$ cat config.mk
export PLATFORM = sky130hd
export DESIGN_NAME = mmio_uart_tx
export DESIGN_NICKNAME = d
export VERILOG_FILES = /design/src/rtl/mmio_uart_tx.sv
export SDC_FILE = /design/constraint.sdc
export NUM_CORES = 1
export LEC_CHECK = 0
export CORE_MARGIN = 4
export CORE_UTILIZATION = 40
export DETAILED_ROUTE_END_ITERATION = 7
export PLACE_DENSITY_LB_ADDON = 0.2
export SYNTH_ARGS = -nofsm -noshare
export SYNTH_HDL_FRONTEND = slang
export SYNTH_SLANG_ARGS = --single-unit
$ cat constraint.sdc
create_clock -name clk -period 4.5 [get_ports clk]
set_input_delay 0.675 -clock clk [delete_from_list [all_inputs] [get_ports clk]]
set_output_delay 0.675 -clock clk [all_outputs]
set_load 0.1 [all_outputs]
$ cat src/rtl/mmio_uart_tx.sv
// mmio_uart_tx: memory-mapped byte TX FIFO plus 8N1 serial transmitter.
// Read data is registered one cycle after ren, matching ram32 on the same bus.
//
// Ports
//   clk        clock, all logic on posedge
//   resetn     synchronous active-low reset
//   sel        access targets this block; qualifies ren and bwe
//   addr[1:0]  word offset: 0 TXDATA, 1 STATUS, 2 DIVISOR, 3 TXCOUNT
//   din[31:0]  write data
//   bwe[3:0]   byte write enables; any set bit makes the access a write
//   ren        read strobe
//   dout[31:0] registered read data, holds between reads
//   tx         serial output, idle high
//   irq_empty  high while the FIFO is empty and the transmitter is idle
//
// TX FSM states
//   state    | meaning
//   ST_IDLE  | line idle high, waiting for a byte in the FIFO
//   ST_START | start bit (low) for div_frame cycles
//   ST_DATA  | eight data bits, LSB first, div_frame cycles each
//   ST_STOP  | stop bit (high); at its end the next byte starts with no gap
module mmio_uart_tx #(
    parameter int FIFO_DEPTH  = 16,
    parameter int DEFAULT_DIV = 868
) (
    input  logic        clk,
    input  logic        resetn,
    input  logic        sel,
    input  logic [1:0]  addr,
    input  logic [31:0] din,
    input  logic [3:0]  bwe,
    input  logic        ren,
    output logic [31:0] dout,
    output logic        tx,
    output logic        irq_empty
);
    localparam int AW = (FIFO_DEPTH > 1) ? $clog2(FIFO_DEPTH) : 1;
    localparam int CW = AW + 1;

    localparam logic [1:0] ST_IDLE  = 2'd0;
    localparam logic [1:0] ST_START = 2'd1;
    localparam logic [1:0] ST_DATA  = 2'd2;
    localparam logic [1:0] ST_STOP  = 2'd3;

    localparam logic [1:0] A_TXDATA  = 2'd0;
    localparam logic [1:0] A_STATUS  = 2'd1;
    localparam logic [1:0] A_DIVISOR = 2'd2;
    localparam logic [1:0] A_TXCOUNT = 2'd3;

    logic [7:0]    fifo_mem [FIFO_DEPTH];
    logic [AW-1:0] wr_ptr;
    logic [AW-1:0] rd_ptr;
    logic [CW-1:0] count;
    logic          full;
    logic          empty;
    logic          overflow;
    logic [15:0]   div_reg;
    logic [15:0]   div_frame;
    logic [15:0]   timer;
    logic [2:0]    bit_idx;
    logic [7:0]    shift_reg;
    logic [1:0]    state;
    logic [31:0]   txcount;

    logic          wr_en;
    logic          push_req;
    logic          fifo_push;
    logic          fifo_drop;
    logic          fifo_pop;
    logic          ovf_clear;
    logic          timer_done;
    logic          busy;
    logic [15:0]   div_merged;
    logic [31:0]   rdata;
    logic          unused_bits;

    assign unused_bits = ^{din[31:16], bwe[3:2]};

    assign full       = (count == CW'(FIFO_DEPTH));
    assign empty      = (count == '0);
    assign busy       = (state != ST_IDLE);
    assign irq_empty  = empty & ~busy;
    assign timer_done = (timer == 16'd0);

    assign wr_en     = sel & (|bwe);
    assign push_req  = wr_en & (addr == A_TXDATA) & bwe[0];
    // A full FIFO drops the byte even when a pop frees a slot on the same edge.
    assign fifo_push = push_req & ~full;
    assign fifo_drop = push_req & full;
    assign ovf_clear = wr_en & (addr == A_STATUS) & bwe[0] & din[3];
    // Pop from IDLE, or at the end of a stop bit so frames run back to back.
    assign fifo_pop  = ~empty & ((state == ST_IDLE) | ((state == ST_STOP) & timer_done));

    always_comb begin
        div_merged = div_reg;
        if (bwe[0]) div_merged[7:0]  = din[7:0];
        if (bwe[1]) div_merged[15:8] = din[15:8];
    end

    always_comb begin
        rdata = 32'd0;
        case (addr)
            A_STATUS:  rdata = {16'd0, 8'(count), 4'd0, overflow, busy, empty, full};
            A_DIVISOR: rdata = {16'd0, div_reg};
            A_TXCOUNT: rdata = txcount;
            default:   rdata = 32'd0;
        endcase
    end

    always_ff @(posedge clk) begin
        if (fifo_push) fifo_mem[wr_ptr] <= din[7:0];
    end

    always_ff @(posedge clk) begin
        if (!resetn) begin
            dout     <= 32'd0;
            wr_ptr   <= '0;
            rd_ptr   <= '0;
            count    <= '0;
            overflow <= 1'b0;
            div_reg  <= 16'(DEFAULT_DIV);
        end else begin
            if (sel && ren) dout <= rdata;
            if (fifo_push) wr_ptr <= wr_ptr + AW'(1);
            if (fifo_pop)  rd_ptr <= rd_ptr + AW'(1);
            count <= count + CW'(fifo_push) - CW'(fifo_pop);
            if (fifo_drop)      overflow <= 1'b1;
            else if (ovf_clear) overflow <= 1'b0;
            if (wr_en && (addr == A_DIVISOR) && (|bwe[1:0]))
                div_reg <= (div_merged == 16'd0) ? 16'd1 : div_merged;
        end
    end

    always_ff @(posedge clk) begin
        if (!resetn) begin
            state     <= ST_IDLE;
            tx        <= 1'b1;
            timer     <= 16'd0;
            div_frame <= 16'd1;
            bit_idx   <= 3'd0;
            shift_reg <= 8'd0;
            txcount   <= 32'd0;
        end else begin
            // tx is registered off the state, so every bit appears one cycle after its state.
            tx <= (state == ST_START) ? 1'b0 : (state == ST_DATA) ? shift_reg[0] : 1'b1;
            case (state)
                ST_START: begin
                    if (timer_done) begin
                        timer   <= div_frame - 16'd1;
                        bit_idx <= 3'd0;
                        state   <= ST_DATA;
                    end else begin
                        timer <= timer - 16'd1;
                    end
                end
                ST_DATA: begin
                    if (timer_done) begin
                        timer     <= div_frame - 16'd1;
                        shift_reg <= {1'b0, shift_reg[7:1]};
                        if (bit_idx == 3'd7) state <= ST_STOP;
                        else                 bit_idx <= bit_idx + 3'd1;
                    end else begin
                        timer <= timer - 16'd1;
                    end
                end
                ST_STOP: begin
                    if (timer_done) begin
                        txcount <= txcount + 32'd1;
                        state   <= ST_IDLE;
                    end else begin
                        timer <= timer - 16'd1;
                    end
                end
                default: ;
            endcase
            // A pop overrides the transitions above; div is sampled only at frame start.
            if (fifo_pop) begin
                shift_reg <= fifo_mem[rd_ptr];
                div_frame <= div_reg;
                timer     <= div_reg - 16'd1;
                state     <= ST_START;
            end
        end
    end
endmodule
==> results.sh <==
export IMPL_dp_hpwl_mm=21.0
export IMPL_irDropWorstVdd_mv=0.263
export IMPL_wl_per_cell_um=19.5
export IMPL_r2r_start="timer[0]"
export IMPL_syn_avg_cell_area_um2=11.0
export IMPL_cts_made_buffers=29
export IMPL_yosysSeqAreaShare_pct=54.2
export IMPL_final_setup_viol_count=0
export IMPL_dp_slack_ns=0.879
export IMPL_cp_num_cells=14
export IMPL_vias=8872
export IMPL_p_leak_nw=4.71
export IMPL_worstMarginPinSlew_ns=1.16
export IMPL_max_stage_delay_ns=0.51
export IMPL_finalNonFillerCells=1593
export IMPL_yosysMostFrequentCell="dfxtp_1"
export IMPL_crit_fanout=8
export IMPL_final_util_pct=46.9
export IMPL_async_flop_share_pct=0
export IMPL_routed_wl_mm=31.1
export IMPL_syn_nets=1191
export IMPL_setup_tns_ns=0
export IMPL_grt_pass1_vias=8637
export IMPL_synth_area_mm2=0.0124
export IMPL_cts_max_level=1
export IMPL_cts_sinks=272
export IMPL_syn2layout_area_growth_pct=15.5
export IMPL_rows=64
export IMPL_overflow=0
export IMPL_drt_first_pass_iters=5
export IMPL_required_ns=4.99
export IMPL_cts_tree="yes"
export IMPL_track_usage_pct=18.2
export IMPL_cp_startpoint="timer[0]"
export IMPL_drtAntennaViolNets=0
export IMPL_arrival_ns=3.96
export IMPL_cellPowerDensity_mw_per_mm2=529
export IMPL_cts_resized=0
export IMPL_ys_types=77
export IMPL_grt_max_degree=84
export IMPL_yosysWarnings=0
export IMPL_use_met3_pct=2.45
export IMPL_status="finished clean"
export IMPL_dieArea_mm2=0.0339
export IMPL_rsz0062_at_grt="no"
export IMPL_die_width_um=184
export IMPL_drt_iter0_drc=727
export IMPL_die_h_um=184
export IMPL_crit_buf_inv=3
export IMPL_final_cell_area_mm2=0.0143
export IMPL_startpoint_type="flip-flop"
export IMPL_r2r_slack_ns=1.03
export IMPL_dp_cells=1543
export IMPL_hold_class="flip-flop to flip-flop"
export IMPL_r2r_cells=14
export IMPL_crit_end="count[4]"
export IMPL_reg2reg_to="count[4]"
export IMPL_place_congestion=0.860
export IMPL_cap_violations=0
export IMPL_drive_above_1_share_pct=11.7
export IMPL_slew_headroom_pct=22.3
export IMPL_grt_pass1_wl_mm=49.4
export IMPL_antenna_found_initial=1
export IMPL_regMostFlops="fifo_mem"
export IMPL_met2_usage_pct=29.4
export IMPL_synthFlopType="dfxtp_1"
export IMPL_slowest_stage="nor4b_4"
export IMPL_portBuffers=57
export IMPL_synth_top_area_share_pct=31.0
export IMPL_start_util_pct=40.6
export IMPL_yosysTopAreaCell="edfxtp_1"
export IMPL_endpoint_kind="flip-flop"
export IMPL_clockBufferDepth=3
export IMPL_finClkSkew_ns=0.0207
export IMPL_synth_area_top_cells="edfxtp_1, dfxtp_1, mux4_2, nand2_1, a21oi_1"
export IMPL_ys_top_cells_by_count="dfxtp_1, edfxtp_1, nand2_1"
export IMPL_worstPathCellList="inv_1 -> ha_1 -> nor4b_4 -> a41oi_1 -> or2_1 -> inv_2 -> ha_1 -> inv_1 -> ha_1 -> fa_1 -> a21oi_1 -> nor2_1 -> or3_1 -> a21oi_1"
export IMPL_largest_reg_flops=128
export IMPL_power_total_mw=7.58
export IMPL_whs_ns=0.451
export IMPL_yosys_register_bits=272
export IMPL_pin_count=76
export IMPL_synth_edf_count=128
export IMPL_core_mm2=0.0306
export IMPL_met1_usage_pct=26.5
export IMPL_insertion_delay_ns=0.56
export IMPL_fin_ws_ns=1.03
export IMPL_fin_nets=1243
export IMPL_drv_slew=0
export IMPL_post_dp_cell_area_mm2=0.0134
export IMPL_cts_root_buf="clkbuf_16"
export IMPL_reg_largest_list="fifo_mem x128, dout x32, txcount x32"
export IMPL_syn_inst=1126
export IMPL_crit_type="flip-flop to flip-flop"
export IMPL_path_common_cell="ha_1"
export IMPL_cp_top_family="simple AND/OR/NAND/NOR gates"
export IMPL_min_period_over_period_pct=77.1
export IMPL_via_per_inst=5.57
export IMPL_hold_viol=0
export IMPL_cts_hold_fix_buffers=0
export IMPL_min_period_ns=3.47
export IMPL_drc_errors=0
export IMPL_cts_setup_buffers=0
export IMPL_clock_fmax_ghz=0.288
export IMPL_clk_transition_reported_paths_ns=0.06
export IMPL_top_usage_layer="met2"
-- worst min path at each step --
stage                         endpoint  slack, ns         start  cells past startpoint
after floorplan           shift_reg[7]       0.43  shift_reg[7]                      2
after global placement    shift_reg[7]       0.44  shift_reg[7]                      2
after detailed placement  shift_reg[7]       0.45  shift_reg[7]                      2
after CTS                 shift_reg[7]       0.45  shift_reg[7]                      2
after global routing      shift_reg[3]       0.48  shift_reg[4]                      2
final                     shift_reg[7]       0.45  shift_reg[7]                      2
-- tightest hold or removal path, cell delays in order (launching register included) --
cell and delay [ns]:
dfxtp_1 0.30, nand2_1 0.05, o31ai_1 0.05
-- power breakdown --
group | total (mW) | switching [mW] | internal (mW)
clock | 2.29 | 0.951 | 1.34
sequential | 3.05 | 0.278 | 2.77
combinational | 2.24 | 1.32 | 0.917
total | 7.58 | 2.55 | 5.03
-- cell usage in the layout (no fill, tap or decap), types with 13 or more instances in the layout --
master	count
a21oi_1	84
a221oi_1	18
a22oi_1	19
buf_4	28
clkbuf_16	29
clkdlybuf4s50_1	56
dfxtp_1	143
edfxtp_1	128
ha_1	22
inv_1	32
mux2i_1	15
mux4_2	39
nand2_1	120
nand3_1	25
nand4_1	15
nor2_1	106
nor3_1	33
nor4_1	16
o21ai_0	22
o21ai_1	13
or3_1	21
or4_1	16
xnor2_1	23
xor2_1	16
-- metal layers --
metal	vias to the layer above	wire (um)
met5	-	8
met4	2	559
met3	41	1280
met2	168	14600
met1	4337	14700
li1	4324	-
-- layout make-up --
| type | count | area [um2] |
|---|---|---|
| fill | 2874 | 16300 |
| timing repair buffer | 85 | 791 |
| clock buffer | 38 | 790 |
| sequential | 272 | 6730 |
| antenna | 1 | 2.50 |
| inverter | 34 | 130 |
| multi-input combinational | 756 | 5280 |
| clock inverter | 11 | 121 |
| tap | 396 | 495 |
-- cells by family after synthesis --
kind of cell	after synthesis	synth area share [%]
AND/OR/NAND/NOR	417	17.3
flip-flops	272	54.2
AO/OA/AOI/OAI	213	10.9
buffers and inverters	98	3.29
multiplexers	64	9.19
XOR/XNOR	39	2.75
adder cells (fa/ha/maj)	23	2.38
(Power assumes the default switching activity.)
